## src/rtl/cache_tag_array_nway.sv

```systemverilog
// N-way set-associative tag store with one RW port, per-way write mask,
// registered tag compare and an init/flush sweep that clears all valid bits.
module cache_tag_array_nway #(
    parameter int WAYS      = 4,
    parameter int SETS      = 16,
    parameter int TAG_WIDTH = 23
) (
    input  logic                      clk0,
    input  logic                      rst0_n,
    input  logic                      csb0,
    input  logic                      web0,
    input  logic [$clog2(SETS)-1:0]   addr0,
    input  logic [WAYS-1:0]           wmask0,
    input  logic [TAG_WIDTH-1:0]      din0,
    input  logic                      vin0,
    input  logic                      flush0,
    output logic                      ready0,
    output logic [WAYS*TAG_WIDTH-1:0] dout0,
    output logic [WAYS-1:0]           valid0,
    output logic [WAYS-1:0]           hit0,
    output logic                      hit_any0
);
    localparam int SET_BITS = $clog2(SETS);

    typedef enum logic {ST_INIT, ST_READY} state_t;

    state_t                 state_q;
    logic [SET_BITS-1:0]    idx_q;
    logic                   have_q;
    logic                   wr_pend_q;
    logic [SET_BITS-1:0]    addr_q;
    logic [WAYS-1:0]        mask_q;
    logic [TAG_WIDTH-1:0]   din_q;
    logic                   vin_q;

    logic [TAG_WIDTH-1:0]   tag_mem [SETS][WAYS];
    logic [WAYS-1:0]        vld_mem [SETS];

    logic                   accept;
    logic                   show;

    assign accept = (state_q == ST_READY) && !csb0 && !flush0;
    assign ready0 = (state_q == ST_READY);
    // Outputs only carry data once a request has been accepted in READY.
    assign show   = (state_q == ST_READY) && have_q;

    always_ff @(posedge clk0 or negedge rst0_n) begin
        if (!rst0_n) begin
            state_q   <= ST_INIT;
            idx_q     <= '0;
            have_q    <= 1'b0;
            wr_pend_q <= 1'b0;
            addr_q    <= '0;
            mask_q    <= '0;
            din_q     <= '0;
            vin_q     <= 1'b0;
        end else begin
            case (state_q)
                ST_INIT: begin
                    idx_q     <= idx_q + 1'b1;
                    have_q    <= 1'b0;
                    wr_pend_q <= 1'b0;
                    if (idx_q == SET_BITS'(SETS - 1))
                        state_q <= ST_READY;
                end
                default: begin
                    if (flush0) begin
                        state_q   <= ST_INIT;
                        idx_q     <= '0;
                        have_q    <= 1'b0;
                        wr_pend_q <= 1'b0;
                    end else if (accept) begin
                        have_q    <= 1'b1;
                        wr_pend_q <= !web0;
                        addr_q    <= addr0;
                        mask_q    <= wmask0;
                        din_q     <= din0;
                        vin_q     <= vin0;
                    end else begin
                        wr_pend_q <= 1'b0;
                    end
                end
            endcase
        end
    end

    // A write accepted on one edge commits on the next, including a flush edge.
    always_ff @(posedge clk0) begin
        for (int w = 0; w < WAYS; w++) begin
            if (wr_pend_q && mask_q[w]) begin
                tag_mem[addr_q][w] <= din_q;
                vld_mem[addr_q][w] <= vin_q;
            end
        end
        if (state_q == ST_INIT)
            vld_mem[idx_q] <= '0;
    end

    genvar gw;
    generate
        for (gw = 0; gw < WAYS; gw++) begin : g_way
            logic [TAG_WIDTH-1:0] tag_w;
            logic                 vld_w;
            // Merge the uncommitted write so the outputs show post-write contents.
            always_comb begin
                tag_w = tag_mem[addr_q][gw];
                vld_w = vld_mem[addr_q][gw];
                if (wr_pend_q && mask_q[gw]) begin
                    tag_w = din_q;
                    vld_w = vin_q;
                end
            end
            assign dout0[gw*TAG_WIDTH +: TAG_WIDTH] = show ? tag_w : '0;
            assign valid0[gw] = show && vld_w;
            assign hit0[gw]   = show && vld_w && (tag_w == din_q);
        end
    endgenerate

    assign hit_any0 = |hit0;

endmodule

```

## config.mk

```make
export PLATFORM = sky130hd
export DESIGN_NAME = cache_tag_array_nway
export DESIGN_NICKNAME = d
export VERILOG_FILES = /design/src/rtl/cache_tag_array_nway.sv
export SDC_FILE = /design/constraint.sdc
export NUM_CORES = 2
export LEC_CHECK = 0
export CORE_AREA = 3 3 341 477
export CTS_BUF_LIST = sky130_fd_sc_hd__clkbuf_4
export CTS_CLUSTER_SIZE = 28
export DETAILED_ROUTE_END_ITERATION = 12
export DIE_AREA = 0 0 344 480
export GPL_ROUTABILITY_DRIVEN = 0
export PLACE_DENSITY = 0.59
export SYNTH_ARGS = -nofsm -noshare
export SYNTH_HDL_FRONTEND = slang
export SYNTH_SLANG_ARGS = --single-unit
```

## constraint.sdc

```tcl
create_clock -name clk0 -period 4.2 [get_ports clk0]
set_clock_uncertainty 0.2 [all_clocks]
set_input_delay 0.42 -clock clk0 [delete_from_list [all_inputs] [get_ports clk0]]
set_output_delay 0.42 -clock clk0 [all_outputs]
set_load 0.01 [all_outputs]
```

Word level (Yosys, flattened, before mapping)
Memory sizes are Yosys's and may differ from the RTL's.
Index checks and enable logic that the tools add are counted.
Operators by class
  add/sub/neg operators: 1
  equality and inequality tests: 7
  muxes and demuxes: 32
  bitwise logic cells: 1
  reduce and logical (&&, ||, !) cells: 20
Operators by type and width (number)
  $mux 23: 8
  $eq 23x23->1: 4
  $mux 1: 22
  $logic_and 1x1->1: 15
  $mux 4: 2
  $add 4x1->4 const B: 1
  $eq 4x4->1 const B: 1
  $reduce_or 4->1: 1
  $logic_not 1->1: 3
  $ne 3x2->1 const B: 1
  $reduce_and 3->1: 1
  $ne 2x2->1 const B: 1
  $not 1->1: 1
Word-level totals
  register bits after elaboration: 39
  RAM bits: 1536
  input port bits: 37
  output and inout port bits: 102
  word-level logic and storage cells: 71
  memories kept: 2
Memory list
  tag_mem: words 16, width 92, read ports 1, clocked after Yosys merged registers in 0, write ports 1, RTL line 36  | logic [TAG_WIDTH-1:0] tag_mem [SETS][WAYS];
  vld_mem: words 16, width 4, read ports 1, clocked after Yosys merged registers in 0, write ports 2, RTL line 37  | logic [WAYS-1:0] vld_mem [SETS];

Logic depth before layout (Yosys ltp)
  depth after elaboration: 6
  gate-level depth with buffers: 16
  gate-level depth less buffers: 9

Least setup slack after synthesis
No wires, ideal clock.
  path type: register to register
  from: reg addr_q[0]
  to: mem vld_mem[8][0]
  setup time: 0.122 ns
  arrival: 3.547 ns
  setup slack: 0.332 ns
  stages on the path, launching flop included: 11
  buffers on the path: 6
  period minus slack after synthesis: 3.868 ns
  cell sequence: dfrtp_1 -> buf_6 -> buf_12 -> buf_8 -> buf_6 -> buf_6 -> or2_1 -> buf_2 -> nor3_1 -> mux2i_1 -> nor2_1
RTL lines
  start: declaration: RTL line 31  | logic [SET_BITS-1:0] addr_q;
  start signal: assignment: RTL line 75  | addr_q <= addr0;
  end: declaration: RTL line 37

Worst setup path after layout
  from: reg addr_q[1]
  to: out hit_any0
Between the ends
  longest elaborated chain between the ends: 5
  elaborated cells on any way between the ends: 23
  classes of those cells: eq/ne (4); mux (8); reduce/logical (9); memory (2)
RTL lines
  $mem_v2 16x92 / $mem_v2 16x4 (equally long branches)
  $mux 23 / $mux 1 (equally long branches): RTL line 108  | if (wr_pend_q && mask_q[gw]) begin
  $eq 23x23->1 / $logic_and 1x1->1 (equally long branches): RTL line 115  | assign hit0[gw] = show && vld_w && (tag_w == din_q);
  $logic_and 1x1->1: RTL line 115
  $reduce_or 4->1 *: RTL line 119  | assign hit_any0 = |hit0;
  end: declaration: RTL line 21  | output logic hit_any0
Mark *: on every way between the ends. The rest lies on a longest branch, timed or not.

==> impl_metrics.ini <==
[status]
status = complete, but fails checks
violations = setup timing

[synth]
syn-num-nets = 3485
synth-main-ff-cell = edfxtp_1
yosys.area.top_type = edfxtp_1
ys_seq_area_share_pct = 73.5
synth_edf_count = 1472
synth_common_cells = edfxtp_1 (1472), mux2i_1 (290), mux4_2 (276), nand2_1 (180), nor2_1 (165)
synthesis.area_um2 = 63200
synth.most_common_cell = edfxtp_1
synth_cell_types = 85
synth_area_per_cell_um2 = 18.4
yosys_warnings = 0
ys_ff_latch = 1575
synth_top_area_share_pct = 69.9
syn_inst = 3444
ys_top_cells_by_area = edfxtp_1 (70%), mux4_2 (9.8%), mux2i_1 (4.6%), dfxtp_1 (2.0%), dfrtp_1 (1.5%)
synthArstFlopShare_pct = 2.48

[grt]
antenna_found_initial = 12
grt_pass1_wl_mm = 298
grt_pass1_vias = 40700
grt_max_degree = 74
grt_overflow_total = 0
track_usage_pct = 25.6

[clocking]
cts.sinks = 1575
tritoncts = yes
cts_buffers = 374
clkSlewWorstSetupHoldPaths_ns = 0.07
cts_max_path_buffers = 4
cts.htree.levels = 5
clk-insertion-delay-late_ns = 1.33
root_buffer = clkbuf_4

[worst_setup_path]
reg2regPathDepth = 6
worst-path-max-fanout = 7
path_buf_inv = 9
critical-path-max-stage-delay_ns = 0.63
crit_path_frequent_cell = buf_4
r2r_slack_ns = 0.80
arrival_ns = 5.15
cp_slowest_cell = or4_4
crit_chain = buf_12 -> buf_16 -> buf_12 -> buf_16 -> nand2b_4 -> buf_4 -> buf_4 -> o22ai_2 -> a21o_1 -> o21ai_2 -> o2bb2ai_1 -> a211oi_1 -> a41oi_2 -> nor4_2 -> buf_4 -> buf_4 -> or4_4 -> buf_6
critPathLaunchType = flop
r2r_end = din_q[15]
critical-path-top-delay-family = buffers and inverters
cp.required_ns = 3.58
critical_path_class = flop to output pin
critPathCaptureType = output pin
r2r-start = ready0

[power]
p_leak_nw = 28.5
peakVddDrop_mv = 0.379
power_density_nw_per_um2 = 745

[timing]
rsz0062_at_grt = yes
drv_slew = 0
fin_crit_sh_pct = 137
fmax_ghz = 0.173
min_period_ns = 5.77
worst_slack_ns = -1.57
finalHoldViolations = 0
relSlewSlack_pct = 39.0
setup_viol = 97
tightest_slew_ns = 0.907

[drt]
vias_per_cell = 5.81
drt_pre_antenna_iters = 6
drt-initial-drc-count = 4547
drc = 0
wl_per_cell_um = 30.8
vias = 40600
drtAntennaViolNets = 0
drt-total-wl_mm = 215

[hold_path]
min_path_type = input pin to async pin

[place]
dpl.hpwl_mm = 135
port_buffers = 138
dp_slack_ns = -1.12

[cells_and_area]
final_core_util_pct = 52.4
nNetsFinal = 4643
drive_gt1_share_pct = 47.2
area_growth_pct = 31.6
fillCellCount = 12800

[floorplan]
die_h_um = 480
dieArea_um2 = 165000
die_x_um = 344
core_area_um2 = 159000
start_util_pct = 39.8
ios = 139
num_rows = 173

[job]
cap_viol_max_count = 0
[registers in the layout, indices dropped and copies added, names as in the netlist]
| signal | cells |
|---|---|
| tag_mem | 1472 |
| vld_mem | 64 |
| din_q | 23 |
| addr_q | 4 |
| idx_q | 4 |
| mask_q | 4 |
| have_q | 1 |
| ready0 | 1 |
| vin_q | 1 |
| wr_pend_q | 1 |
[how the worst max path moves through the flow]
stage                     startpoint            end  depth (start not counted)
after floorplan            addr_q[0]  vld_mem[8][0]                         10
after global placement     addr_q[1]       hit_any0                         16
after detailed placement   addr_q[1]       hit_any0                         16
after CTS                  addr_q[0]       hit_any0                         16
after global routing       addr_q[1]       hit_any0                         17
final                      addr_q[1]       hit_any0                         18
[timing repair]
action | CTS | global route
endpoints found under the setup margin | 101 | 101
gates resized for setup | 973 | 466
endpoints found under the hold margin | 78 | 0
buffers inserted | 113 | 99
hold buffers | 76 | 0
gates cloned | 19 | 8
pin swaps | 100 | 173
[per-stage QoR]
step | std cells | area (µm²) | TNS (ns) | total power (W) | hold slack [ns]
after floorplan | 3444 | 63200 | 0 | 0.0308 | -0.0756
after global placement | 6064 | 71300 | -3.58 | 0.0418 | 0.258
after detailed placement | 6064 | 71300 | -3.64 | 0.0420 | 0.266
after CTS | 6915 | 80700 | -47.33 | 0.0590 | 0.0112
after global routing | 6985 | 83200 | -44.27 | 0.0639 | 0.0966
final | 6989 | 83200 | -30.05 | 0.0620 | 0.109
[power by group]
group / leakage, nW / total [W] / internal, W / switching (W)
registers: 14.2 / 0.0204 / 0.0195 / 0.000933
clock network: 2.78 / 0.0122 / 0.00618 / 0.00600
logic: 11.5 / 0.0294 / 0.0134 / 0.0160
[logic make-up after synthesis]
family / after synthesis / share of synthesized area [%]
flip-flops: 1575 / 73.5
multiplexers: 598 / 15.0
AND/OR/NAND/NOR: 507 / 3.63
AO/OA/AOI/OAI: 501 / 5.37
buffers and inverters: 248 / 2.28
XOR/XNOR: 11 / 0.152
adder cells (fa/ha/maj): 4 / 0.0792
[layout make-up]
type	instances	area [µm²]	share of cell area [%]
clock buffer	544	4080	4.91
sequential	1575	46500	55.9
multi-input combinational	1621	18800	22.6
tap	2100	2630	3.16
clock inverter	110	538	0.646
timing repair buffer	1010	10500	12.7
antenna	9	22.5	0.0271
inverter	20	91.3	0.110
[cells in the final DEF, fill, tap and decap left out, types with 82 or more instances in the layout]
cell	count
clkinv_1	85
buf_4	486
o21ai_0	82
nor2_1	93
edfxtp_1	1472
buf_6	221
mux2i_1	258
clkbuf_4	544
mux4_2	276
nand2_1	130
[tightest hold or removal path: stages]
cell and delay, ns:
dlygate4sd3_1 0.52, buf_2 0.09, dlygate4sd3_1 0.53, buf_4 0.56
[layer usage]
metal / part of all wire, % / vias up / global-route usage [%]
li1: - / 16600 / -
met1: 37 / 20900 / 32.6
met2: 47 / 2449 / 40.4
met3: 9.3 / 616 / 6.10
met4: 6.1 / 2 / 14.1
met5: 0.0074 / - / 0
(Power assumes the default switching activity.)
